**src/rtl/mileage_display_pkg.sv**
```systemverilog
// Shared constants, FSM encoding and 7-segment decode for the mileage display.
package mileage_display_pkg;

  localparam int RECORD_W = 27;
  localparam int DIGITS   = 8;
  localparam int BCD_W    = 4 * DIGITS;

  localparam logic [RECORD_W-1:0] MILEAGE_MAX = 27'd99_999_999;

  localparam logic [7:0] SEG_BLANK = 8'h00;
  localparam logic [7:0] SEG_DIGIT [0:9] = '{
    8'h3F, 8'h06, 8'h5B, 8'h4F, 8'h66,
    8'h6D, 8'h7D, 8'h07, 8'h7F, 8'h6F
  };

  typedef enum logic [1:0] {
    IDLE = 2'd0,
    CONV = 2'd1,
    LOAD = 2'd2
  } conv_state_t;

  // Codes above 9 cannot come out of a correct conversion; show them dark.
  function automatic logic [7:0] seg_decode(input logic [3:0] code);
    logic [7:0] pattern;
    pattern = SEG_BLANK;
    if (code <= 4'd9) begin
      pattern = SEG_DIGIT[code];
    end
    return pattern;
  endfunction

endpackage

```
**src/rtl/mileage_display_bin2bcd_seq.sv**
```systemverilog
// Sequential double-dabble converter: one source bit per cycle, result published
// only in LOAD so the display never sees a partial value.
module bin2bcd_seq
  import mileage_display_pkg::*;
(
  input  logic                clk,
  input  logic                rst,
  input  logic                abort,
  input  logic                start,
  input  logic [RECORD_W-1:0] src,
  output logic                busy,
  output logic                done,
  output logic [BCD_W-1:0]    bcd
);

  conv_state_t         state_reg;
  logic [RECORD_W-1:0] bin_reg;
  logic [BCD_W-1:0]    work_reg;
  logic [BCD_W-1:0]    work_adj;
  logic [4:0]          bit_cnt_reg;
  logic                busy_reg;
  logic                done_reg;
  logic [BCD_W-1:0]    bcd_reg;

  genvar gi;
  generate
    for (gi = 0; gi < DIGITS; gi++) begin : g_adj
      assign work_adj[4*gi +: 4] = (work_reg[4*gi +: 4] >= 4'd5)
                                 ? work_reg[4*gi +: 4] + 4'd3
                                 : work_reg[4*gi +: 4];
    end
  endgenerate

  always_ff @(posedge clk) begin
    if (!rst || abort) begin
      state_reg   <= IDLE;
      bin_reg     <= '0;
      work_reg    <= '0;
      bit_cnt_reg <= '0;
      busy_reg    <= 1'b0;
      done_reg    <= 1'b0;
      bcd_reg     <= '0;
    end else begin
      done_reg <= 1'b0;
      case (state_reg)
        IDLE: begin
          if (start) begin
            bin_reg     <= (src > MILEAGE_MAX) ? MILEAGE_MAX : src;
            work_reg    <= '0;
            bit_cnt_reg <= '0;
            busy_reg    <= 1'b1;
            state_reg   <= CONV;
          end
        end
        CONV: begin
          work_reg    <= {work_adj[BCD_W-2:0], bin_reg[RECORD_W-1]};
          bin_reg     <= {bin_reg[RECORD_W-2:0], 1'b0};
          bit_cnt_reg <= bit_cnt_reg + 5'd1;
          if (bit_cnt_reg == 5'(RECORD_W - 1)) begin
            state_reg <= LOAD;
          end
        end
        LOAD: begin
          bcd_reg   <= work_reg;
          done_reg  <= 1'b1;
          busy_reg  <= 1'b0;
          state_reg <= IDLE;
        end
        default: begin
          busy_reg  <= 1'b0;
          state_reg <= IDLE;
        end
      endcase
    end
  end

  assign busy = busy_reg;
  assign done = done_reg;
  assign bcd  = bcd_reg;

endmodule

```
**src/rtl/mileage_display.sv**
```systemverilog
// Odometer read-out: periodic binary-to-BCD conversion feeding an 8-digit
// multiplexed 7-segment display with leading-zero blanking.
module mileage_display
  import mileage_display_pkg::*;
#(
  parameter int SCAN_DIV    = 100_000,
  parameter int REFRESH_DIV = 5_000_000
) (
  input  logic                clk,
  input  logic                rst,
  input  logic                power_now,
  input  logic [RECORD_W-1:0] record,
  output logic [DIGITS-1:0]   an,
  output logic [7:0]          seg,
  output logic                busy
);

  localparam int REFRESH_W = (REFRESH_DIV > 1) ? $clog2(REFRESH_DIV) : 1;
  localparam int SCAN_W    = (SCAN_DIV > 1) ? $clog2(SCAN_DIV) : 1;
  localparam int IDX_W     = $clog2(DIGITS);

  logic [REFRESH_W-1:0] refresh_cnt_reg;
  logic [SCAN_W-1:0]    scan_cnt_reg;
  logic [IDX_W-1:0]     idx_reg;
  logic [DIGITS-1:0]    an_reg;
  logic [7:0]           seg_reg;
  logic                 tick;
  logic                 scan_wrap;
  logic [BCD_W-1:0]     bcd_q;
  logic                 conv_done_unused;
  logic [7:0]           digit_seg [DIGITS];

  assign tick      = (refresh_cnt_reg == REFRESH_W'(REFRESH_DIV - 1));
  assign scan_wrap = (scan_cnt_reg == SCAN_W'(SCAN_DIV - 1));

  // Both dividers free-run regardless of power so refresh timing stays regular.
  always_ff @(posedge clk) begin
    if (!rst) begin
      refresh_cnt_reg <= '0;
      scan_cnt_reg    <= '0;
      idx_reg         <= '0;
    end else begin
      refresh_cnt_reg <= tick ? '0 : refresh_cnt_reg + 1'b1;
      scan_cnt_reg    <= scan_wrap ? '0 : scan_cnt_reg + 1'b1;
      if (scan_wrap) begin
        idx_reg <= idx_reg + 1'b1;
      end
    end
  end

  bin2bcd_seq u_conv (
    .clk   (clk),
    .rst   (rst),
    .abort (!power_now),
    .start (tick && power_now),
    .src   (record),
    .busy  (busy),
    .done  (conv_done_unused),
    .bcd   (bcd_q)
  );

  // A digit above the least significant is dark when it and all higher digits are zero.
  genvar gi;
  generate
    for (gi = 0; gi < DIGITS; gi++) begin : g_digit
      logic [3:0] code;
      assign code = bcd_q[4*gi +: 4];
      if (gi == 0) begin : g_lsd
        assign digit_seg[gi] = seg_decode(code);
      end else begin : g_upper
        assign digit_seg[gi] = (bcd_q[BCD_W-1:4*gi] == '0) ? SEG_BLANK : seg_decode(code);
      end
    end
  endgenerate

  always_ff @(posedge clk) begin
    if (!rst || !power_now) begin
      an_reg  <= '0;
      seg_reg <= SEG_BLANK;
    end else begin
      an_reg  <= DIGITS'(1) << idx_reg;
      seg_reg <= digit_seg[idx_reg];
    end
  end

  assign an  = an_reg;
  assign seg = seg_reg;

endmodule

```
**config.mk**
```make
export PLATFORM = sky130hd
export DESIGN_NAME = mileage_display
export DESIGN_NICKNAME = d
export VERILOG_FILES = /design/src/rtl/mileage_display_pkg.sv /design/src/rtl/mileage_display_bin2bcd_seq.sv /design/src/rtl/mileage_display.sv
export SDC_FILE = /design/constraint.sdc
export NUM_CORES = 1
export LEC_CHECK = 0
export CORE_ASPECT_RATIO = 1.25
export CORE_MARGIN = 2
export CORE_UTILIZATION = 60
export CTS_CLUSTER_SIZE = 20
export DETAILED_ROUTE_END_ITERATION = 8
export PLACE_DENSITY_LB_ADDON = 0.1
export SETUP_SLACK_MARGIN = 0.3
export SYNTH_ARGS = -nofsm -noshare
export SYNTH_HDL_FRONTEND = slang
export SYNTH_SLANG_ARGS = --single-unit
```
**constraint.sdc**
```tcl
create_clock -name clk -period 3.1 [get_ports clk]
set_input_delay 0.465 -clock clk [delete_from_list [all_inputs] [get_ports clk]]
set_output_delay 0.465 -clock clk [all_outputs]
set_load 0.01 [all_outputs]
```
==> impl.org, run 1 <==
** STA
- Setup Total Neg Slack :: 0 ps
- Setup repair after global routing left no endpoint under its margin.
- Setup violations remaining at the end of the flow were counted as 0.
- Number of hold violations in the final report :: 0
- Min Clock Period, post-route :: ~2600 ps
- The worst pin sits at a relative slew slack of 29.4%.
- The clock arrives with 5.53 ps of skew.
- The final critical path takes up 82.7% of the cycle.
- Slack of the critical path :: 537 ps
- The number of slew-limit violations in the final report is 0.
- For the pin with the worst max-slew slack, the measured transition is 1050 ps.
- Max Clock Freq :: 390 MHz

** Finish
- Synthesis-to-finish area growth :: 13.3%
- Commonest non-fill, non-tap cells in the layout :: sky130_fd_sc_hd__dfxtp_1 (157), sky130_fd_sc_hd__nand2_1 (129), sky130_fd_sc_hd__a21oi_1 (118), sky130_fd_sc_hd__nor2_1 (99), sky130_fd_sc_hd__ha_1 (71)
- Fill cells in the final layout number ~1200.
- Net count of the finished layout :: around 1200
- Final Non-Filler Cells :: 1330
- Final instance area :: 10100 µm²
- Ratio of cells with drive above 1 in the final layout :: 7.20%
- 0 antenna diodes ended up in the layout.
- Most common cell after layout, fill and taps aside :: sky130_fd_sc_hd__dfxtp_1

** GRT
- Global router's overall resource usage :: 25.2%
- Largest net degree at the start of global routing :: 52
- Via count of the first global-routing pass :: 7134
- The total overflow left after global routing is 0.
- The first global-routing pass estimated approximately 33000 µm of wire.
- Antenna violations before repair :: 0

** Logic synthesis
- Fraction of registers with async set or reset after synthesis :: 0%
- Most area-hungry cell type in the Yosys netlist :: sky130_fd_sc_hd__dfxtp_1
- Number of distinct library cell variants in the gate-level netlist after synthesis :: a little under 60
- Fraction of synthesized cell area taken by the top area cell type :: between 30% and 40%
- In this run, synthesis inferred 0 flip-flops with an integrated enable.
- Number of warnings issued by yosys :: 0
- In this run, synthesis produced a sequential element count of 157.
- Sequential share of the synthesized area :: 35.4%
- Sorting the synthesized cells by area gives the leading types as sky130_fd_sc_hd__dfxtp_1 (35%), sky130_fd_sc_hd__ha_1 (10%), sky130_fd_sc_hd__a21oi_1 (6.6%), sky130_fd_sc_hd__nand2_1 (5.5%), sky130_fd_sc_hd__nor2_1 (4.2%).
- Synthesis produced a netlist with a net count of 1226.
- In this run the cell area of the synthesized design comes to 8890 µm².
- Among all flip-flop cells after synthesis, the most frequent one is sky130_fd_sc_hd__dfxtp_1.
- Per-instance average area after synthesis :: a little under 8 µm²
- After technology mapping, the gate count stands at 1125.

** Clock network
- CTS sink count :: 157
- Number of H-tree branching levels :: 4
- Post-CTS repair changed the size of 0 cells.
- The clock reaches the later pin of the worst-skew pair after 430 ps.
- CTS hold repair buffers :: 0
- Longest Clk Path Bufs :: 2
- Setup fix buffers added after clock tree synthesis :: 0
- Total clock buffers created by CTS :: 17
- CTS tree :: yes
- Clock tree root driver cell :: sky130_fd_sc_hd__clkbuf_16
- Clk slew on worst S/H paths :: 60 ps

** Setup path
- Launching instance or port of the critical path :: refresh_cnt_reg[0]
- Endpoint type of the worst setup path :: flop
- Worst Path Max Fanout :: 11
- Crit Path Class :: flop to flop
- Data on the critical path arrives at its endpoint at between 2000 and 3000 ps.
- The largest single stage delay on the critical path is 630 ps.
- Slowest CP cell :: sky130_fd_sc_hd__or4_4
- Data on the critical path is required at its endpoint by approximately 3400 ps.
- The worst setup path is launched from a flop.
- Counting cells, the worst reg-to-reg path comes to 6.
- Worst-case register-to-register setup slack :: approximately 540 ps
- Walking the worst path, the cells encountered are ha_1 > nand2_1 > or4_4 > or3_1 > or2_2 > and3_1.
- FF-to-FF Start :: refresh_cnt_reg[0]

** Floorplan
- Measured along the x axis, the die boundary spans 113 µm.
- Std-Cell Rows :: 49
- From bottom edge to top edge, the die measures 140 µm.
- Ports placed on the boundary :: 47
- Core Footprint :: 14500 µm²
- Initial core utilization :: 61.4%
- The die covers 15800 µm².

** Route
- After detailed routing, the average wire length per cell comes to 14.5 µm.
- Total via count in the routed design :: 7684
- After the first detailed-routing iteration, the DRC count stood at 549.
- DRC violations left :: 4
- Detailed Routing Iterations Pass 1 :: 8
- ANT nets after route :: 0
- Total detailed-routing wirelength :: about 19000 µm
- Average vias per placed instance :: 5.78

** Placed design
- Routability-driven placement finished with a final weighted congestion of 0.900.
- Final HPWL from detailed placement :: 13600 µm
- Placement-stage cell area :: approximately 9400 µm²
- Placed Cells incl. Taps :: 1298
- Number of buffers inserted by port buffering :: 45
- Prior to clock tree synthesis, the placed netlist has a worst setup slack of 592 ps.

** Power and ir drop
- P_leak :: between 3 and 4 nW
- The worst-case IR drop observed on VDD is 0.329 mV.
- In this run the power density over the cells is approximately 440 nW/µm².

** Outcome
- Failing checks :: DRC
- The flow ran to the end, but the final reports show violations.

** Worst hold path
- Tightest Hold Check Type :: flop to flop
- Cells on Worst Hold Path :: 2
- Start point of the worst hold path :: u_conv.bin_reg[26]

** Flow run
- The tool flagged a number of max-cap violations equal to 0.
-- worst max-delay path, delay by kind of cell, from the launching register on --
| kind | cells | cell delay (ps) |
|---|---|---|
| AND/OR/NAND/NOR | 5 | 1850 |
| flip-flops | 1 | 370 |
| adder cells (fa/ha/maj) | 1 | 230 |
-- power by group --
part / switching, mW / internal [mW]
Clock: 0.877 / 1.36
Combinational: 0.0685 / 0.0615
Sequential: 0.00706 / 2.03
-- path summary, 6_finish.rpt --
kind / end
setup / recovery: u_conv.bit_cnt_reg[2]
hold / removal: u_conv.work_reg[0]
setup reg to reg: u_conv.bit_cnt_reg[2]
hold reg to reg: u_conv.work_reg[0]
-- cells in the mapped netlist (4+ instances only) --
cell	instances
sky130_fd_sc_hd__a21o_1	4
sky130_fd_sc_hd__and4_1	4
sky130_fd_sc_hd__o21bai_1	5
sky130_fd_sc_hd__nand4_1	12
sky130_fd_sc_hd__dfxtp_1	157
sky130_fd_sc_hd__nand2b_1	22
sky130_fd_sc_hd__o311ai_0	9
sky130_fd_sc_hd__nand2_1	130
sky130_fd_sc_hd__inv_1	66
sky130_fd_sc_hd__nor2b_1	10
sky130_fd_sc_hd__buf_2	8
sky130_fd_sc_hd__nor3b_1	4
sky130_fd_sc_hd__a221o_1	6
sky130_fd_sc_hd__a21oi_2	7
sky130_fd_sc_hd__a32o_1	7
sky130_fd_sc_hd__o211ai_1	12
sky130_fd_sc_hd__o221ai_1	20
sky130_fd_sc_hd__o21ai_0	60
sky130_fd_sc_hd__nand3_1	47
sky130_fd_sc_hd__xnor2_1	29
sky130_fd_sc_hd__clkbuf_1	54
sky130_fd_sc_hd__nor4b_1	4
sky130_fd_sc_hd__xor2_1	21
sky130_fd_sc_hd__mux2i_1	4
sky130_fd_sc_hd__ha_1	71
sky130_fd_sc_hd__and3_1	8
sky130_fd_sc_hd__a31o_2	8
sky130_fd_sc_hd__nor2_1	99
sky130_fd_sc_hd__a31oi_1	9
sky130_fd_sc_hd__buf_1	4
sky130_fd_sc_hd__a21oi_1	118
sky130_fd_sc_hd__nor3_1	27
sky130_fd_sc_hd__or3_1	7
sky130_fd_sc_hd__nor4_1	5
sky130_fd_sc_hd__o22ai_1	7
sky130_fd_sc_hd__and2_1	28
-- metal layers --
layer / global-route usage [%] / wire length (µm) / up-vias
li1: - / - / 3923
met1: 32.0 / 8590 / 3520
met2: 41.8 / 9280 / 190
met3: 4.37 / 793 / 51
met4: 11.4 / 656 / 0
met5: 0 / 0 / -
-- cell families (layout without fill, tap and decap cells) --
kind of cell,after synthesis,count (layout),share of synthesized area [%]
muxes,7,7,0.831
buffers and inverters,135,162,6.02
other,1,1,0.0422
xor gates and xnor gates,50,50,4.93
AOI/OAI and AO/OA,284,284,20.0
DFF,157,157,35.4
and+or+nand+nor,420,420,22.8
adders and majority gates,71,71,9.99
-- stage by stage --
stage                     utilization [%]  power [mW]  hold WS, ps
after CTS                            69.5        4.43          453
final                                69.6        4.40          451
after global routing                 69.6        4.52          498
after floorplan                         -        2.14          418
after detailed placement             65.2        2.21          438
after global placement               65.2        2.21          432
-- cell type report --
| class | instances | area (µm²) | share of cell area (%) |
|---|---|---|---|
| tap | 178 | 223 | 2.21 |
| clock inverter | 15 | 210 | 2.09 |
| multi-input combinational | 833 | 5230 | 51.9 |
| timing repair buffer | 64 | 593 | 5.89 |
| clock buffer | 17 | 425 | 4.23 |
| sequential | 157 | 3140 | 31.2 |
| inverter | 66 | 248 | 2.46 |
Note: power is estimated with default switching activity, not from simulation.
==> run 2: changes to the inputs <==
--- a/config.mk
+++ b/config.mk
@@ -7,7 +7,7 @@
 export LEC_CHECK = 0
 export CORE_ASPECT_RATIO = 1.25
 export CORE_MARGIN = 2
-export CORE_UTILIZATION = 60
+export CORE_UTILIZATION = 55
 export CTS_CLUSTER_SIZE = 20
 export DETAILED_ROUTE_END_ITERATION = 8
 export PLACE_DENSITY_LB_ADDON = 0.1
==> constraint.sdc (replaced) <==
create_clock -name clk -period 2.3 [get_ports clk]
set_input_delay 0.345 -clock clk [delete_from_list [all_inputs] [get_ports clk]]
set_output_delay 0.345 -clock clk [all_outputs]
set_load 0.01 [all_outputs]
==> run 2 against run 1 <==
Net effect:
- the flow now finishes without violations
- clock skew up 1.6 ps
- sequential cell count unchanged
- total power up 36%
- maximum frequency is 19% higher
- clock-buffer cell count up 2
- combinational power up 52%
- via count grew 4.0%
- routed wire length rose by 10%
- non-clock buffer count grew 57
- final cell count is 6.8% higher
- die area up 8.8%
- sequential share of layout area shrank 2.8 points
==> impl.org, run 2 (synthesized netlist as in run 1, its figures left out) <==
** Finish
- The area growth from synthesis to layout is 24.9%.
- The post-route netlist has 17.5% of its cells at a drive strength greater than 1.
- Most common cell after layout, fill and taps aside :: sky130_fd_sc_hd__dfxtp_1
- Net count of the finished layout :: between 1000 and 1500
- Cells fill 70.7% of the core in the end.
- Final instance area :: 11100 µm²
- Commonest non-fill, non-tap cells in the layout :: sky130_fd_sc_hd__dfxtp_1 (147), sky130_fd_sc_hd__nand2_1 (128), sky130_fd_sc_hd__a21oi_1 (107), sky130_fd_sc_hd__nor2_1 (99), sky130_fd_sc_hd__ha_1 (67)
- # diodes :: 0
- Fill cells in the final layout number 1307.

** Floorplan
- The initial utilization of the core area, before any placement, comes to 56.6%.
- After floorplanning, the core was sized to cover 15700 µm².
- 47 I/O pins were placed.
- Area enclosed by the die boundary :: 17200 µm²
- The initialized floorplan defines 51 standard-cell rows.
- The die is around 120 µm wide.
- Vertical die dimension :: 146 µm

** Clock network
- Number of H-tree branching levels :: 4
- CTS tree :: yes
- Clock latency on the worst-skew pair, taken at its later pin, is 430 ps.
- CTS sink count :: ~160
- The tree is rooted in a sky130_fd_sc_hd__clkbuf_16.
- Total clock buffers created by CTS :: 17
- No sink is reached through more buffers than the 2 on the longest clock path.
- After clock tree synthesis, the clock-pin slew on the worst setup and hold paths is 60 ps.

** GRT
- Largest net degree at the start of global routing :: 79
- Global routing used roughly 24% of the available tracks.
- The initial antenna violation count is 0.
- Via count of the first global-routing pass :: around 7500
- After global routing the overflow that remains totals 0.
- The first global-routing pass estimated ~35000 µm of wire.

** STA
- Based on the critical path, the design can be clocked at up to 464 MHz.
- Final setup violating endpoints :: 0
- The clock arrives with roughly 7 ps of skew.
- The number of failing hold endpoints at the final stage is 0.
- Setup repair after global routing could not meet its margin everywhere.
- The worst pin sits at a relative slew slack of roughly three fifths.
- Min Clock Period, post-route :: 2160 ps
- Setup Total Neg Slack :: 0 ps
- At the pin with the least slew margin, the transition time is slightly above 600 ps.
- The number of slew-limit violations in the final report is 0.
- Period Utilization, post-route :: 93.7%

** Setup path
- Critical path buffer and inverter count :: 3
- Walking the worst path, the cells encountered are ha_4 > nand2_4 > or4_4 > buf_6 > o31ai_4 > buf_6 > buf_12 > o221ai_1 > a21oi_1.
- FF-to-FF Start :: refresh_cnt_reg[0]
- On the critical path the largest part of the delay comes from simple AND/OR/NAND/NOR gates.
- Capture point of the critical path :: u_conv.bin_reg[14]
- Reg-to-reg endpoint :: u_conv.bin_reg[14]
- Worst Setup Start Kind :: flop
- Worst Path Arrival :: 2510 ps
- The cell that appears most often on the critical path is sky130_fd_sc_hd__buf_6.
- For the worst setup path, the data required time is around 2700 ps.
- Of all nets on the critical path, the largest fanout is 9.
- Measured in cells, the most critical reg-to-reg path has a length of 9.
- The slowest stage of the critical path belongs to the cell sky130_fd_sc_hd__or4_4.
- Count of cell instances traversed by the critical path :: 9
- Setup slack on the worst reg-to-reg path comes out at 140 ps.
- Launching instance or port of the critical path :: refresh_cnt_reg[0]
- STA classifies the critical path endpoint as a flop.
- Crit Path Class :: flop to flop
- The largest single stage delay on the critical path is 540 ps.

** Route
- In the routed design, unresolved DRC markers number 0.
- Starting DRC count in detailed routing :: 600
- ANT nets after route :: 0
- Average wire per standard cell :: 15.0 µm
- Average vias per placed instance :: 5.63
- Total detailed-routing wirelength :: 21300 µm
- The detailed router placed around 8000 vias in this run.
- The first detailed-routing pass took 5 iterations.

** Power and ir drop
- Power spread over the standard cell area amounts to 538 nW/µm².
- In this run the static leakage power is 3.96 nW.
- Proportion of power drawn by flip-flops and latches :: 46.0%
- Total power after layout :: 5.97 mW
- Maximum VDD drop :: 0.421 mV
- The clock network is responsible for about half of the overall power.
- P_int :: around 4.7 mW
- Sw Ratio :: 21.5%
- Combinational logic burns between 3 and 4% of the power.
- In this run the power spent charging and discharging nets is 1.29 mW.

** Placed design
- Detailed placement ended at an HPWL of 14100 µm.
- Final RePlAce weighted congestion :: 0.900
- After detailed placement, the total cell area comes to 9790 µm².
- Number of buffers inserted by port buffering :: 45

** Flow run
- Max-Cap Viols :: 0

** Worst hold path
- The worst hold path begins at record[5].
- In this run the worst hold path is classified as primary input to flop.

** Outcome
- Result of the run :: finished, final reports clean
-- run 2: cell count changes in the layout (fill, tap and decap cells not counted), sizes merged --
cell      previous run  this run
clkbuf              17        20
clkinv               3         5
buf                 19        75
clkinvlp             4         2
inv                 70        68
-- run 2: final cells by class --
type | count | area, µm² | share of cell area (%)
inverters | 66 | 250 | 2.25
repair buffers | 121 | 1170 | 10.5
multi-input cells | 833 | 5630 | 50.7
clock inverters | 13 | 189 | 1.70
clock buffers | 19 | 443 | 3.99
flip-flops and latches | 157 | 3160 | 28.4
well taps | 212 | 265 | 2.39
-- run 2: stage by stage --
step	hold WS, ps	setup WS, ps	std cells
after floorplan	395	288	1125
after global placement	400	173	1365
after detailed placement	412	134	1365
after CTS	446	213	1409
after global routing	466	54.5	1421
final	453	144	1421
-- run 2: power groups by stage --
stage / Sequential [mW] / Combinational [mW] / Clock [mW]
3_3_place_gp: 2.80 / 0.180 / 0
3_5_place_dp: 2.80 / 0.182 / 0
5_1_grt: 2.75 / 0.215 / 3.18
6_report: 2.75 / 0.198 / 3.02
4_1_cts: 2.75 / 0.189 / 3.05
2_1_floorplan: 2.81 / 0.0776 / 0
-- run 2: routing by layer --
| layer | global-route usage [%] | part of all wire, % |
|---|---|---|
| met1 | 30.2 | 45 |
| met2 | 41.1 | 48 |
| met3 | 3.59 | 3.6 |
| met4 | 11.0 | 3.1 |
| met5 | 0 | 0 |
-- run 2: timing repair --
item                       in CTS  in global routing
buffers inserted               11                 10
pin swaps                       7                 34
hold buffers                    0                  0
resized for setup              34                 85
cloned                          1                  2
setup endpoints to repair      67                 72
-- run 2: worst register-to-register path, stage by stage (launching register included) --
cell and delay [ps]:
sky130_fd_sc_hd__dfxtp_2 360, sky130_fd_sc_hd__ha_4 160, sky130_fd_sc_hd__nand2_4 60, sky130_fd_sc_hd__or4_4 540
sky130_fd_sc_hd__buf_6 150, sky130_fd_sc_hd__o31ai_4 280, sky130_fd_sc_hd__buf_6 150, sky130_fd_sc_hd__buf_12 130
sky130_fd_sc_hd__o221ai_1 120, sky130_fd_sc_hd__a21oi_1 140
-- run 2: worst min-delay path by stage --
stage | end | slack [ps] | cells after the start
global placement | refresh_cnt_reg[0] | 400 | 1
detailed placement | refresh_cnt_reg[0] | 410 | 1
CTS | u_conv.bin_reg[6] | 450 | 3
floorplan | refresh_cnt_reg[0] | 400 | 1
finish | u_conv.bin_reg[5] | 450 | 3
global route | u_conv.bin_reg[1] | 470 | 3
==> run 3: changes to the inputs <==
--- a/config.mk
+++ b/config.mk
@@ -5,11 +5,13 @@
 export SDC_FILE = /design/constraint.sdc
 export NUM_CORES = 1
 export LEC_CHECK = 0
+export ABC_CLOCK_PERIOD_IN_PS = 2300
 export CORE_ASPECT_RATIO = 1.25
 export CORE_MARGIN = 2
 export CORE_UTILIZATION = 55
 export CTS_CLUSTER_SIZE = 20
 export DETAILED_ROUTE_END_ITERATION = 8
+export GPL_ROUTABILITY_DRIVEN = 0
 export PLACE_DENSITY_LB_ADDON = 0.1
 export SETUP_SLACK_MARGIN = 0.3
 export SYNTH_ARGS = -nofsm -noshare
==> results of run 3 <==
Final layout, timing and power as in run 2 (identical DEF).
